[src/rtl/vga_rx_capture.sv]
// VGA stream sink: rebuilds pixel coordinates from the RGB/sync/valid stream,
// writes active pixels to a frame-buffer port and reports per-frame checksum,
// line/frame geometry status and a completed-frame count.
module vga_rx_capture #(
  parameter int H_ACTIVE        = 640,
  parameter int V_ACTIVE        = 480,
  parameter int XW              = 10,
  parameter int YW              = 10,
  parameter bit SYNC_ACTIVE_LOW = 1'b1
) (
  input  logic          clock,
  input  logic          reset,
  input  logic [7:0]    vga_r,
  input  logic [7:0]    vga_g,
  input  logic [7:0]    vga_b,
  input  logic          vga_hsync,
  input  logic          vga_vsync,
  input  logic          vga_valid,
  output logic          pix_we,
  output logic [XW-1:0] pix_x,
  output logic [YW-1:0] pix_y,
  output logic [23:0]   pix_data,
  output logic          frame_done,
  output logic          frame_ok,
  output logic [31:0]   frame_sum,
  output logic [15:0]   frame_cnt,
  output logic          locked
);

  typedef enum logic [1:0] {
    HUNT  = 2'd0,
    VSYNC = 2'd1,
    FRAME = 2'd2
  } state_t;

  localparam logic [XW-1:0] H_LIM = XW'(H_ACTIVE);
  localparam logic [YW-1:0] V_LIM = YW'(V_ACTIVE);

  // Polarity-corrected syncs straight from the pins
  logic hs_act_in;
  logic vs_act_in;
  assign hs_act_in = SYNC_ACTIVE_LOW ? ~vga_hsync : vga_hsync;
  assign vs_act_in = SYNC_ACTIVE_LOW ? ~vga_vsync : vga_vsync;

  // Stage S1 registers plus the previous S1 sync levels for edge detection
  logic [23:0] rgb_s1;
  logic        valid_s1;
  logic        hs_s1;
  logic        vs_s1;
  logic        hs_prev;
  logic        vs_prev;

  // Capture the incoming stream once; everything downstream works on S1
  always_ff @(posedge clock or negedge reset) begin
    if (!reset) begin
      rgb_s1   <= '0;
      valid_s1 <= 1'b0;
      hs_s1    <= 1'b0;
      vs_s1    <= 1'b0;
      hs_prev  <= 1'b0;
      vs_prev  <= 1'b0;
    end else begin
      rgb_s1   <= {vga_r, vga_g, vga_b};
      valid_s1 <= vga_valid;
      hs_s1    <= hs_act_in;
      vs_s1    <= vs_act_in;
      hs_prev  <= hs_s1;
      vs_prev  <= vs_s1;
    end
  end

  // A held sync level yields a single assertion edge
  logic hs_edge;
  logic vs_edge;
  assign hs_edge = hs_s1 & ~hs_prev;
  assign vs_edge = vs_s1 & ~vs_prev;

  state_t        state_reg;
  logic [XW-1:0] x_reg;
  logic [YW-1:0] y_reg;
  logic [31:0]   sum_reg;
  logic          line_err_reg;
  logic          frame_err_reg;

  // Per-cycle step in FRAME: pixel first, then line close, then frame close
  logic          in_x;
  logic          in_y;
  logic          wr_ok;
  logic [XW-1:0] x_pix;
  logic [31:0]   sum_pix;
  logic          lerr_pix;
  logic          ferr_pix;
  logic          close_line;
  logic [XW-1:0] x_next;
  logic [YW-1:0] y_next;
  logic          lerr_next;
  logic          ferr_frame;

  // Same-cycle pixel and sync edge: the pixel belongs to the closing line
  always_comb begin
    in_x       = (x_reg < H_LIM);
    in_y       = (y_reg < V_LIM);
    wr_ok      = valid_s1 & in_x & in_y;
    x_pix      = wr_ok ? (x_reg + 1'b1) : x_reg;
    sum_pix    = wr_ok ? ({sum_reg[30:0], sum_reg[31]} ^ {8'h00, rgb_s1}) : sum_reg;
    lerr_pix   = line_err_reg | (valid_s1 & ~in_x);
    ferr_pix   = frame_err_reg | (valid_s1 & ~in_y);
    // Empty blanking lines (x still 0) do not advance the row
    close_line = (hs_edge | vs_edge) & (x_pix != '0);
    x_next     = close_line ? '0 : x_pix;
    y_next     = y_reg;
    if (close_line && (y_reg != '1)) begin
      y_next = y_reg + 1'b1;
    end
    lerr_next  = lerr_pix | (close_line & (x_pix != H_LIM));
    ferr_frame = ferr_pix | (y_next != V_LIM);
  end

  // Capture FSM with registered frame-buffer and status outputs
  always_ff @(posedge clock or negedge reset) begin
    if (!reset) begin
      state_reg     <= HUNT;
      x_reg         <= '0;
      y_reg         <= '0;
      sum_reg       <= '0;
      line_err_reg  <= 1'b0;
      frame_err_reg <= 1'b0;
      pix_we        <= 1'b0;
      pix_x         <= '0;
      pix_y         <= '0;
      pix_data      <= '0;
      frame_done    <= 1'b0;
      frame_ok      <= 1'b0;
      frame_sum     <= '0;
      frame_cnt     <= '0;
      locked        <= 1'b0;
    end else begin
      pix_we     <= 1'b0;
      frame_done <= 1'b0;
      case (state_reg)
        HUNT: begin
          if (vs_edge) begin
            state_reg <= VSYNC;
            locked    <= 1'b1;
          end
        end
        VSYNC: begin
          x_reg         <= '0;
          y_reg         <= '0;
          sum_reg       <= '0;
          line_err_reg  <= 1'b0;
          frame_err_reg <= 1'b0;
          if (!vs_s1) begin
            state_reg <= FRAME;
          end
        end
        FRAME: begin
          pix_we <= wr_ok;
          if (wr_ok) begin
            pix_x    <= x_reg;
            pix_y    <= y_reg;
            pix_data <= rgb_s1;
          end
          x_reg         <= x_next;
          y_reg         <= y_next;
          sum_reg       <= sum_pix;
          line_err_reg  <= lerr_next;
          frame_err_reg <= ferr_pix;
          if (vs_edge) begin
            frame_done <= 1'b1;
            frame_ok   <= ~(lerr_next | ferr_frame);
            frame_sum  <= sum_pix;
            frame_cnt  <= frame_cnt + 16'd1;
            state_reg  <= VSYNC;
          end
        end
        default: state_reg <= HUNT;
      endcase
    end
  end

endmodule

[config.mk]
export PLATFORM = sky130hd
export DESIGN_NAME = vga_rx_capture
export DESIGN_NICKNAME = d
export VERILOG_FILES = /design/src/rtl/vga_rx_capture.sv
export SDC_FILE = /design/constraint.sdc
export NUM_CORES = 1
export LEC_CHECK = 0
export CORE_MARGIN = 1.5
export CORE_UTILIZATION = 45
export CTS_CLUSTER_SIZE = 8
export DETAILED_ROUTE_END_ITERATION = 6
export PLACE_DENSITY = 0.75
export SKIP_LAST_GASP = 1
export SLEW_MARGIN = 20
export SYNTH_ARGS = -nofsm -noshare
export SYNTH_HDL_FRONTEND = slang
export SYNTH_SLANG_ARGS = --single-unit
[constraint.sdc]
create_clock -name clock -period 2.94 [get_ports clock]
set_input_delay 0.588 -clock clock [delete_from_list [all_inputs] [get_ports clock]]
set_output_delay 0.588 -clock clock [all_outputs]
set_load 0.005 [all_outputs]
==> impl_metrics.json, run 1 <==
{
  "hold_viol_final": 0,
  "rsz0062_at_grt": "no",
  "relSlewSlack_pct": 43.9,
  "clk_latency_ns": 0.43,
  "cts_tree": "built",
  "port_buffers": 124,
  "yosysMostFrequentCell": "dfrtp_1",
  "vdd_drop_max_mv": 0.505,
  "critPathArrivalTime_ns": 3.09,
  "drc": 0,
  "synth-seq-cells": 181,
  "grt_pass1_wl_mm": 29.6,
  "drt_iter0_drc": 339,
  "ant_nets": 0,
  "tns_ns": 0,
  "avgSynthCellArea_um2": 10.7,
  "synth_area_leaders": "dfrtp_1 56%, nand2_1 6.9%, mux2_2 5.5%",
  "synth_edf_count": 0,
  "hold_class": "in -> async",
  "fp.dieW_um": 137,
  "antenna_cells": 0,
  "leakage_nw": 4.44,
  "clock.fmax_mhz": 359,
  "gp_congestion": 0.855,
  "first_global_vias": 5821,
  "antenna_found_initial": 0,
  "slowest_stage": "or3_2",
  "synth_cells": 753,
  "ys_async_sr_fraction_pct": 100,
  "wl_per_cell_um": 16.4,
  "crit_chain": "and4_1 > or3_2 > o41ai_4 > a21boi_4 > a211oi_2 > buf_4 > and4b_1 > o22ai_1 > o31ai_2",
  "dieArea_mm2": 0.0187,
  "cp.buffers_inverters": 1,
  "yosysTopAreaCell": "dfrtp_1",
  "areaGrowthSynthToFinish_pct": 25.9,
  "core_area_mm2": 0.0174,
  "synth_top_area_share_pct": 56.3,
  "fin_skew_ns": 0.00932,
  "grtUsageTotal_pct": 20.4,
  "synth_nets": 790,
  "ios": 125,
  "cts_setup_buffers": 0,
  "endpoint_kind": "register",
  "netlist_top_cells_count": "181 x dfrtp_1, 148 x nand2_1, 58 x o21ai_0",
  "num_rows": 48,
  "fin_crit_sh_pct": 94.6,
  "finalCriticalPeriod_ns": 2.78,
  "cap_violations": 0,
  "critPathMaxStageDelay_ns": 0.53,
  "synth_seq_area_share_pct": 56.3,
  "grt_max_degree": 63,
  "cp_max_fo": 15,
  "instances_no_fill": 1104,
  "path_clk_slew_ns": 0.06,
  "grt_overflow": 0,
  "path_class": "reg -> reg",
  "finalWirelength_mm": 18.1,
  "synth.distinct_cells": 59,
  "powerDensity_mw_per_mm2": 823,
  "dpl.hpwl_mm": 12.2,
  "cp.required_ns": 3.25,
  "vias_per_cell": 5.44,
  "critPathLaunchType": "register",
  "dr.pass1.iters": 5,
  "cts_max_level": 4,
  "fp.dieH_um": 137,
  "synthesis.area_mm2": 0.00804,
  "cts_max_path_buffers": 2,
  "drive_gt1_share_pct": 11.8,
  "synth_top_flop_cell": "dfrtp_1",
  "cts.sinks": 181,
  "cts_root_buf": "clkbuf_16",
  "p_total_mw": 8.33,
  "slew_viol_final": 0,
  "synth_warnings": 0,
  "fin_util_pct": 58.3,
  "crit_family": "simple AND/OR/NAND/NOR gates",
  "outcome": "finished, final reports clean",
  "cts_made_buffers": 17,
  "holdWs_ns": 0.0919,
  "fin_nets": 906,
  "start_util_pct": 46.3,
  "placed_cells": 1075,
  "finalSetupViolCount": 0,
  "num_vias": 6002,
  "tightestPinTransition_ns": 0.839
}
[worst paths after layout]
check | from | endpoint | slack (ns) | cells past startpoint
setup / recovery | y_reg[7]$_DFFE_PN0P_ | frame_ok$_DFFE_PN0P_ | 0.16 | 9
hold / removal | reset | vs_s1$_DFF_PN0_ | 0.09 | 1
setup reg to reg | y_reg[7]$_DFFE_PN0P_ | frame_ok$_DFFE_PN0P_ | 0.16 | 9
hold reg to reg | hs_s1$_DFF_PN0_ | hs_prev$_DFF_PN0_ | 0.40 | 0
max in group asynchronous | reset | frame_cnt[9]$_DFFE_PN0P_ | 2.21 | 2
min in group clock | hs_s1$_DFF_PN0_ | hs_prev$_DFF_PN0_ | 0.40 | 0
[layout by cell type, fill, tap and decap left out, drive strengths merged, types with 4 or more instances in the layout]
cell,instances
nand2,148
xor2,5
and3,10
xnor2,37
o2bb2ai,8
buf,22
o21ai,73
mux2,40
nor4,4
clkinv,5
a21boi,8
a22o,31
a31oi,14
a21oi,17
inv,14
nand3,12
nand4,9
ha,8
clkdlybuf4s50,123
nor2,28
o31ai,4
nor3,7
clkbuf,21
dfrtp,181
mux2i,5
nor3b,5
[worst reg2reg max path, stage by stage (launching register included)]
cell and delay, ns:
dfrtp_1 0.42, and4_1 0.33, or3_2 0.54, o41ai_4 0.33, a21boi_4 0.25, a211oi_2 0.12, buf_4 0.22, and4b_1 0.19
o22ai_1 0.20, o31ai_2 0.08
[metal layers]
layer / up-vias / global-route usage (%) / part of all wire, % / wire length (um)
met3: 27 / 4.52 / 4.2 / 756
met4: 0 / 8.39 / 2.2 / 403
met2: 156 / 32.3 / 48 / 8630
met1: 2950 / 27.2 / 46 / 8280
met5: - / 0 / 0 / 0
li1: 2869 / - / - / -
[logic make-up (layout without fill, tap and decap cells)]
group,after synthesis,after routing,share of synthesized area (%)
xor gates and xnor gates,42,42,4.57
and+or+nand+nor,241,241,13.5
AOI/OAI and AO/OA,174,174,14.8
buffers and inverters,62,188,3.30
muxes,45,45,6.22
adders and majority gates,8,8,1.24
DFF,181,181,56.3
[where the power goes]
part           total [mW]  leakage, nW  switching [mW]  internal (mW)
Combinational        2.65         1.81            1.23           1.42
Sequential           3.52         2.36           0.442           3.08
Clock                2.16        0.269           0.901           1.26
Total                8.33         4.44            2.57           5.76
[repair_timing]
action	4_1_cts	5_1_grt
setup endpoints to repair	0	4
hold buffers	0	0
resized for setup	0	2
[stage by stage]
| stage | area, um^2 | worst slack [ns] |
|---|---|---|
| final | 10100 | 0.158 |
| after CTS | 10100 | 0.214 |
| after global placement | 9550 | 0.276 |
| after detailed placement | 9550 | 0.224 |
| after floorplan | 8040 | 0.402 |
| after global routing | 10100 | 0.0415 |
[cell type report]
class | instances | area, um^2
multi-input cells | 510 | 3270
clock inverters | 8 | 104
well taps | 225 | 282
repair buffers | 145 | 1440
inverters | 14 | 52.6
flip-flops and latches | 181 | 4530
fillers | 1457 | 7230
clock buffers | 21 | 450
No activity file was read; power rests on OpenSTA's default activity.
==> inputs of run 2 (changes only) <==
--- a/config.mk
+++ b/config.mk
@@ -7,6 +7,7 @@
 export LEC_CHECK = 0
 export CORE_MARGIN = 1.5
 export CORE_UTILIZATION = 45
+export CTS_BUF_LIST = sky130_fd_sc_hd__clkbuf_8 sky130_fd_sc_hd__clkbuf_16
 export CTS_CLUSTER_SIZE = 8
 export DETAILED_ROUTE_END_ITERATION = 6
 export PLACE_DENSITY = 0.75
==> run 2 against run 1 <==
  * Sequential cell count is the same
  * Final cell count unchanged
  * Clock skew about the same
  * Critical path type unchanged
  * Highest routed layer unchanged
==> impl_metrics.json, run 2 (synthesized netlist as in run 1, its figures left out) <==
{
  "core_area_mm2": 0.0174,
  "ios": 125,
  "gp_congestion": 0.855,
  "first_global_vias": 5824,
  "path_class": "reg -> reg",
  "clk_latency_ns": 0.43,
  "cts_tree": "built",
  "wl_per_cell_um": 16.3,
  "antenna_found_initial": 0,
  "start_util_pct": 46.3,
  "cts.sinks": 181,
  "final_cell_mix": "181 x dfrtp_1, 147 x nand2_1, 123 x clkdlybuf4s50_1, 58 x o21ai_0, 39 x mux2_2",
  "slew_viol_final": 0,
  "drt_iter0_drc": 344,
  "vias_per_cell": 5.44,
  "drc": 0,
  "hold_buffers": 0,
  "tns_ns": 0,
  "instances_no_fill": 1104,
  "dr.pass1.iters": 5,
  "clock.fmax_mhz": 358,
  "cts_max_path_buffers": 2,
  "p_total_mw": 8.32,
  "fin_skew_ns": 0.00976,
  "hold_viol_final": 0,
  "port_buffers": 124,
  "finalInstanceArea_mm2": 0.0101,
  "finalSetupViolCount": 0,
  "layout_commonest_cell": "dfrtp_1",
  "cap_violations": 0,
  "leakage_nw": 4.45,
  "cp.required_ns": 3.25,
  "cts_root_buf": "clkbuf_16",
  "endpoint_kind": "register",
  "nFillCells": 1457,
  "cts_setup_buffers": 0,
  "placed_area_mm2": 0.00955,
  "met3_usage_pct": 4.52,
  "areaGrowthSynthToFinish_pct": 25.9,
  "placed_cells": 1075,
  "holdWs_ns": 0.0924,
  "drive_gt1_share_pct": 11.8,
  "fp.dieH_um": 137,
  "outcome": "finished, final reports clean",
  "fp.dieW_um": 137,
  "relSlewSlack_pct": 44.8,
  "grtUsageTotal_pct": 20.4,
  "grt_pass1_wl_mm": 29.6,
  "critPathLaunchType": "register",
  "gr-max-usage-layer": "met2",
  "grt_max_degree": 63,
  "tightestPinTransition_ns": 0.826,
  "dieArea_mm2": 0.0187,
  "worst_slack_ns": 0.150,
  "hold_class": "in -> async",
  "finalCriticalPeriod_ns": 2.79,
  "critPathArrivalTime_ns": 3.10,
  "cts_max_level": 4,
  "fin_util_pct": 58.3,
  "powerDensity_mw_per_mm2": 821,
  "met1_usage_pct": 27.2,
  "preCtsSetupSlack_ns": 0.224,
  "finalWirelength_mm": 18.0,
  "fin_crit_sh_pct": 94.9,
  "vdd_drop_max_mv": 0.505,
  "path_clk_slew_ns": 0.06,
  "rsz0062_at_grt": "no",
  "cts_resized": 0,
  "ant_nets": 0,
  "grt_overflow": 0,
  "dpl.hpwl_mm": 12.2,
  "fin_nets": 906,
  "cp_max_fo": 15,
  "cts_made_buffers": 17,
  "met2_usage_pct": 32.3,
  "num_rows": 48,
  "num_vias": 6004,
  "antenna_cells": 0
}
[run 2: worst max-delay path, stage by stage (launching register included)]
cell      delay [ns]
dfrtp_1         0.42
and4_1          0.33
or3_2           0.53
o41ai_4         0.33
a21boi_4        0.25
a211oi_2        0.12
buf_4           0.22
and4b_1         0.19
o22ai_1         0.20
o31ai_2         0.07
[run 2: power breakdown]
part	internal, mW	total [mW]	switching (mW)
logic	1.42	2.64	1.23
clock network	1.25	2.15	0.901
registers	3.08	3.52	0.441
total	5.75	8.32	2.57
[run 2: routing by layer]
layer | vias to the layer above | part of all wire [%]
li1 | 2869 | -
met1 | 2942 | 45
met2 | 168 | 48
met3 | 25 | 4.6
met4 | 0 | 2.3
met5 | - | 0
[run 2: path summary, 6_finish.rpt]
kind                                       from                        to  slack [ns]  depth (start not counted)
setup / recovery           y_reg[7]$_DFFE_PN0P_      frame_ok$_DFFE_PN0P_        0.15                          9
hold / removal                            reset           vs_s1$_DFF_PN0_        0.09                          1
setup reg to reg           y_reg[7]$_DFFE_PN0P_      frame_ok$_DFFE_PN0P_        0.15                          9
hold reg to reg                 hs_s1$_DFF_PN0_         hs_prev$_DFF_PN0_        0.40                          0
max in group asynchronous                 reset  frame_cnt[9]$_DFFE_PN0P_        2.21                          2
min in group clock              hs_s1$_DFF_PN0_         hs_prev$_DFF_PN0_        0.40                          0
[run 2: cell type report]
class / instances / area, um^2 / share of cell area [%]
clock buffers: 18 / 439 / 4.34
multi-input cells: 510 / 3270 / 32.3
repair buffers: 145 / 1440 / 14.2
inverters: 14 / 52.6 / 0.519
well taps: 225 / 282 / 2.78
flip-flops and latches: 181 / 4530 / 44.7
clock inverters: 11 / 115 / 1.14
